**src/rtl/math_sub_fab_pkg.sv**
```systemverilog
// Shared math utility helpers for the fabric adder/subtractor family.
// Latency: n/a (elaboration-time functions only).
// Backpressure: n/a.
// Contents: slice_width()       - bits per pipeline slice for a WIDTH/LATENCY pair
//           width_is_multiple() - legality check, WIDTH must split evenly into slices
package math_sub_fab_pkg;

  // Each pipeline stage owns one slice, so there are LATENCY+1 slices.
  function automatic int slice_width(input int width, input int latency);
    return width / (latency + 1);
  endfunction

  function automatic bit width_is_multiple(input int width, input int latency);
    return (width % (latency + 1)) == 0;
  endfunction

endpackage

```
**src/rtl/shift_reg.sv**
```systemverilog
// Generic enabled delay line, DEPTH stages of WIDTH bits; DEPTH=0 is a plain wire.
// Latency: DEPTH enabled clk cycles.
// Backpressure: none; ena low freezes every stage.
// Ports: clk, ena (advance), din (WIDTH), dout (WIDTH, din delayed DEPTH enabled cycles).
// Data stages carry no reset; consumers qualify them with their own valid.
module shift_reg #(
  parameter int WIDTH = 1,
  parameter int DEPTH = 1
) (
  input  logic             clk,
  input  logic             ena,
  input  logic [WIDTH-1:0] din,
  output logic [WIDTH-1:0] dout
);

  if (DEPTH == 0) begin : g_wire
    logic unused_ctrl;
    assign unused_ctrl = clk ^ ena;
    assign dout        = din;
  end else begin : g_regs
    logic [WIDTH-1:0] stg [DEPTH];

    always_ff @(posedge clk) begin
      if (ena) begin
        stg[0] <= din;
        for (int i = 1; i < DEPTH; i++) begin
          stg[i] <= stg[i-1];
        end
      end
    end

    assign dout = stg[DEPTH-1];
  end

endmodule

```
**src/rtl/math_sub_fab.sv**
```systemverilog
// Signed fabric subtractor dout = dina - dinb (mod 2^WIDTH), sliced carry chain, plus overflow flag.
// Latency: LATENCY enabled clk cycles (0 = combinational); one op per enabled cycle.
// Backpressure: none; ena low holds all carries, valids and data stages.
// Ports: clk, rst_n (sync, active-low), ena, vld_in, dina/dinb (WIDTH, signed),
//        vld_out, dout (WIDTH, signed, top slice unregistered), ovf (signed overflow, 0 when !vld_out).
module math_sub_fab
  import math_sub_fab_pkg::*;
#(
  parameter int WIDTH   = 16,
  parameter int LATENCY = 1
) (
  input  logic             clk,
  input  logic             rst_n,
  input  logic             ena,
  input  logic             vld_in,
  input  logic [WIDTH-1:0] dina,
  input  logic [WIDTH-1:0] dinb,
  output logic             vld_out,
  output logic [WIDTH-1:0] dout,
  output logic             ovf
);

  localparam int NSL = LATENCY + 1;
  localparam int SW  = slice_width(WIDTH, LATENCY);
  localparam int SW1 = SW + 1;

  if (!width_is_multiple(WIDTH, LATENCY)) begin : g_bad_width
    $error("math_sub_fab: WIDTH must be a multiple of LATENCY+1");
  end

  // ci[n] is the carry into slice n. Subtraction is a + ~b + 1, so the
  // chain starts with carry 1 and carry-out means "no borrow".
  logic ci [NSL];
  logic sa;
  logic sb;

  assign ci[0] = 1'b1;

  for (genvar n = 0; n < NSL; n++) begin : g_slc
    logic [SW-1:0] a_d;
    logic [SW-1:0] b_d;

    // Slice n works on its word n cycles after the bottom slice, in step
    // with the registered carry arriving from below.
    shift_reg #(.WIDTH(SW), .DEPTH(n)) u_skew_a (
      .clk  (clk),
      .ena  (ena),
      .din  (dina[n*SW +: SW]),
      .dout (a_d)
    );

    shift_reg #(.WIDTH(SW), .DEPTH(n)) u_skew_b (
      .clk  (clk),
      .ena  (ena),
      .din  (dinb[n*SW +: SW]),
      .dout (b_d)
    );

    if (n < LATENCY) begin : g_low
      logic [SW-1:0] sum;
      logic          co;
      logic          cq;

      // Zero-extend ~b explicitly: inverting after context widening would
      // put a 1 in the carry position.
      assign {co, sum} = {1'b0, a_d} + {1'b0, ~b_d} + SW1'(ci[n]);

      always_ff @(posedge clk) begin
        if (!rst_n) begin
          cq <= 1'b0;
        end else if (ena) begin
          cq <= co;
        end
      end

      assign ci[n+1] = cq;

      // Hold this slice's result until the top slice finishes the same word.
      shift_reg #(.WIDTH(SW), .DEPTH(LATENCY - n)) u_deskew (
        .clk  (clk),
        .ena  (ena),
        .din  (sum),
        .dout (dout[n*SW +: SW])
      );
    end else begin : g_top
      assign dout[n*SW +: SW] = a_d + ~b_d + SW'(ci[n]);
      assign sa               = a_d[SW-1];
      assign sb               = b_d[SW-1];
    end
  end

  if (LATENCY == 0) begin : g_vld_comb
    assign vld_out = vld_in;
  end else begin : g_vld_pipe
    logic [LATENCY-1:0] vld_q;

    always_ff @(posedge clk) begin
      if (!rst_n) begin
        vld_q <= '0;
      end else if (ena) begin
        vld_q <= LATENCY'({vld_q, vld_in});
      end
    end

    assign vld_out = vld_q[LATENCY-1];
  end

  // Overflow only when operand signs differ and the result sign departs from the minuend.
  assign ovf = vld_out && (sa != sb) && (dout[WIDTH-1] != sa);

endmodule

```
**config.mk**
```make
export PLATFORM = sky130hd
export DESIGN_NAME = math_sub_fab
export DESIGN_NICKNAME = d
export VERILOG_FILES = /design/src/rtl/math_sub_fab_pkg.sv /design/src/rtl/shift_reg.sv /design/src/rtl/math_sub_fab.sv
export SDC_FILE = /design/constraint.sdc
export NUM_CORES = 1
export LEC_CHECK = 0
export CORE_ASPECT_RATIO = 0.9
export CORE_MARGIN = 3
export CORE_UTILIZATION = 48
export DETAILED_ROUTE_END_ITERATION = 12
export PLACE_DENSITY = 0.85
export SETUP_SLACK_MARGIN = 0.02
export SYNTH_ARGS = -nofsm -noshare
export SYNTH_HDL_FRONTEND = slang
export SYNTH_SLANG_ARGS = --single-unit
```
**constraint.sdc**
```tcl
create_clock -name clk -period 6 [get_ports clk]
set_input_delay 0.6 -clock clk [delete_from_list [all_inputs] [get_ports clk]]
set_output_delay 0.6 -clock clk [all_outputs]
set_load 0.01 [all_outputs]
```
==> results.toml <==
[sta]
max_slew_margin_pct = 20.9
rsz0062_at_grt = "false"
tightest_slew_ps = 1180
hold_viol = 0
fmax_mhz = 292
final.min_clock_period_ps = 3430
slew_violations = 0
skew_ps = 0
hold_ws_ps = 543
setup_viol = 0
period_share_pct = 57.2
setup_ws_ps = 2570
tns_ps = 0

[power]
p_clk_share_pct = 23.0
ir_worst_vdd_mv = 0.102
p_per_area_nw_per_um2 = 244
power_frac_comb_pct = 33.4
p_int_w = 0.000387
switchingPower_w = 0.000129
p_seq_share_pct = 43.6
p_sw_share_pct = 25.1
leakagePower_nw = 0.892

[yosys]
synthArstFlopShare_pct = 0
synthSimpleGateAreaFrac_pct = 7.69
synth-compound-area-share_pct = 12.0
ys_types = 27
synth_edf_count = 24
synth_top_family_by_area = "adder cells"
postSynthAreaPerCell_um2 = 11.7
synth-main-ff-cell = "edfxtp_1"
syn_area_um2 = 1480
yosysSeqAreaShare_pct = 51.4
yosysWarnings = 0
synth_xor_area_share_pct = 5.91
ys_seq_elements = 26
muxShareOfSynthArea_pct = 1.35
synthCells = 127
synthAdderAreaFrac_pct = 15.9
syn_nets = 180

[worst_setup_path]
cp_top_family = "compound AO/OA/AOI/OAI gates"
crit_type = "reg -> out"
worstPathMaxFanout = 2
crit_arrival_ps = 2830
slowest_delay_ps = 550
crit_buf_inv = 3
startpoint_type = "flop"
crit_path_top_delay_cell = "clkdlybuf4s50_1"
critPathRequiredTime_ps = 5400
worst-r2r-setup-slack_ps = 5280
path_cells = "inv_1, fa_1, inv_1, fa_1, a21o_1, a21oi_1, o21bai_1, a21oi_1, xnor2_1, clkdlybuf4s50_1"
end_kind = "output pin"

[cells_and_area]
drive_gt1_share_pct = 3.26
fin_area_um2 = 2110
area_delta_synth_final_pct = 42.7
diodes = 0
final_nets = 238
fin_util_pct = 74.5
nFillCells = 215

[floorplan]
fp.dieW_um = 64.6
design.die.area_um2 = 3790
die_y_um = 58.7
core_area_um2 = 2840
io_pins = 54
initial_core_util_pct = 52.2
rows = 18

[detailed_routing]
detail-route-antenna-nets = 0
vias = 1093
drt_pass1_iterations = 4
drtIter0Drc = 28
wl_per_cell_um = 12.4
drt_wl_total_mm = 2.77
vias_per_cell = 4.88
drc = 0

[job]
maxCapViolCount = 0

[clocking]
cts-hold-fix-buffers = 0
cts_root_buf = "clkbuf_4"
cts_tree = "built"
path_clk_slew_ps = 140
cts_setup_buffers = 0
cts.sinks = 26
cts_max_level = 1
clockBufferDepth = 2
cts-buffers-inserted = 3
cts_resized = 0
clock_latency_ps = 310

[placement]
dpl.hpwl_mm = 2.34
dp_slack_ps = 2960
dpl-instance-area_um2 = 2060
gp_congestion = 0.702
place.port_buffers = 53

[global_routing]
antenna_found_initial = 0
grt_usage_pct = 15.9
grt_pass1_wl_mm = 4.70
overflow = 0
first_global_vias = 1144
grt_max_degree = 28

[run_status]
status = "completed"

[worst_hold_path]
hp-class = "reg -> reg"
## layer usage
layer / track usage, % / part of all wire [%] / up-vias
met5: 0 / 0 / -
li1: - / - / 549
met4: 8.13 / 1.4 / 0
met2: 33.7 / 59 / 31
met1: 15.5 / 37 / 509
met3: 0.763 / 3.1 / 4
## cell usage after synthesis (all sizes together), types with 2 or more instances
cell type  number  share of area [%]
o31a            2                1.2
nor2           10                2.5
o21a            5                2.5
mux2i           2                1.4
nor2b           4                1.7
a21oi           5                1.7
nand3           2               0.68
ha             14                 12
and2            2               0.84
a21o            2                1.0
edfxtp         24                 49
xnor2           9                5.3
nand2b          2               0.84
inv            23                5.8
o21ai           6                2.3
fa              3                4.1
nand2           3               0.76
dfxtp           2                2.7
## layout by cell type (no fill, tap or decap), types with 2 or more instances in the layout
cell type,count
o21ai_0,4
xnor2_1,9
dfxtp_1,2
a21oi_1,5
fa_1,3
mux2i_1,2
clkdlybuf4s50_1,53
nand3_1,2
o21a_1,5
edfxtp_1,24
nand2b_1,2
nand2_1,3
nor2b_1,4
o31a_1,2
and2_1,2
nor2_1,10
inv_1,23
ha_1,14
a21o_1,2
clkbuf_4,3
## worst min-delay path, stage by stage (launching register included)
cell,delay (ps)
dfxtp_1,340
mux2i_1,120
nor2b_1,60
## power groups by stage
stage / registers, W / clock network, W / logic (W)
floorplan: 0.000233 / 0 / 0.0000813
global placement: 0.000229 / 0 / 0.000167
detailed placement: 0.000230 / 0 / 0.000173
CTS: 0.000226 / 0.000122 / 0.000174
global route: 0.000228 / 0.000127 / 0.000187
finish: 0.000225 / 0.000119 / 0.000173
## final cells by class
type                            instances  area [um2]  share of cell area (%)
Clock buffer                            3        22.5                    1.07
Clock inverter                          1        30.0                    1.42
Inverter                               23        86.3                    4.08
Multi-Input combinational cell         78         634                    30.0
Sequential cell                        26         761                    36.0
Tap cell                               40        50.0                    2.37
Timing Repair Buffer                   53         531                    25.1
## per-stage QoR
step	cells	power, W
6_report	224	0.000517
3_5_place_dp	220	0.000403
4_1_cts	224	0.000522
3_3_place_gp	220	0.000396
5_1_grt	224	0.000542
2_1_floorplan	127	0.000315
## flip-flops by register name (all words and copies together) (netlist names)
register / cells
g_slc.g_low.u_deskew.g_regs.stg: 8
g_slc.u_skew_a.g_regs.stg: 8
g_slc.u_skew_b.g_regs.stg: 8
g_slc.g_low.cq: 1
vld_out: 1
## cells by family (layout without fill, tap and decap cells)
kind of cell / count (synthesis) / in the layout
AO/OA/AOI/OAI: 25 / 25
XOR/XNOR: 10 / 10
adder cells (fa/ha/maj): 17 / 17
buffers and inverters: 23 / 80
flip-flops: 26 / 26
multiplexers: 2 / 2
AND/OR/NAND/NOR: 24 / 24
## path summary, 6_finish.rpt
path,cells past startpoint,to,start
max,10,dout[14],g_slc[1].u_skew_a.g_regs.stg[0][0]
min,2,vld_out,vld_out
max reg2reg,2,g_slc[0].g_low.cq,g_slc[0].g_low.cq
min reg2reg,2,vld_out,vld_out
Power figures use the tool's default switching activity.
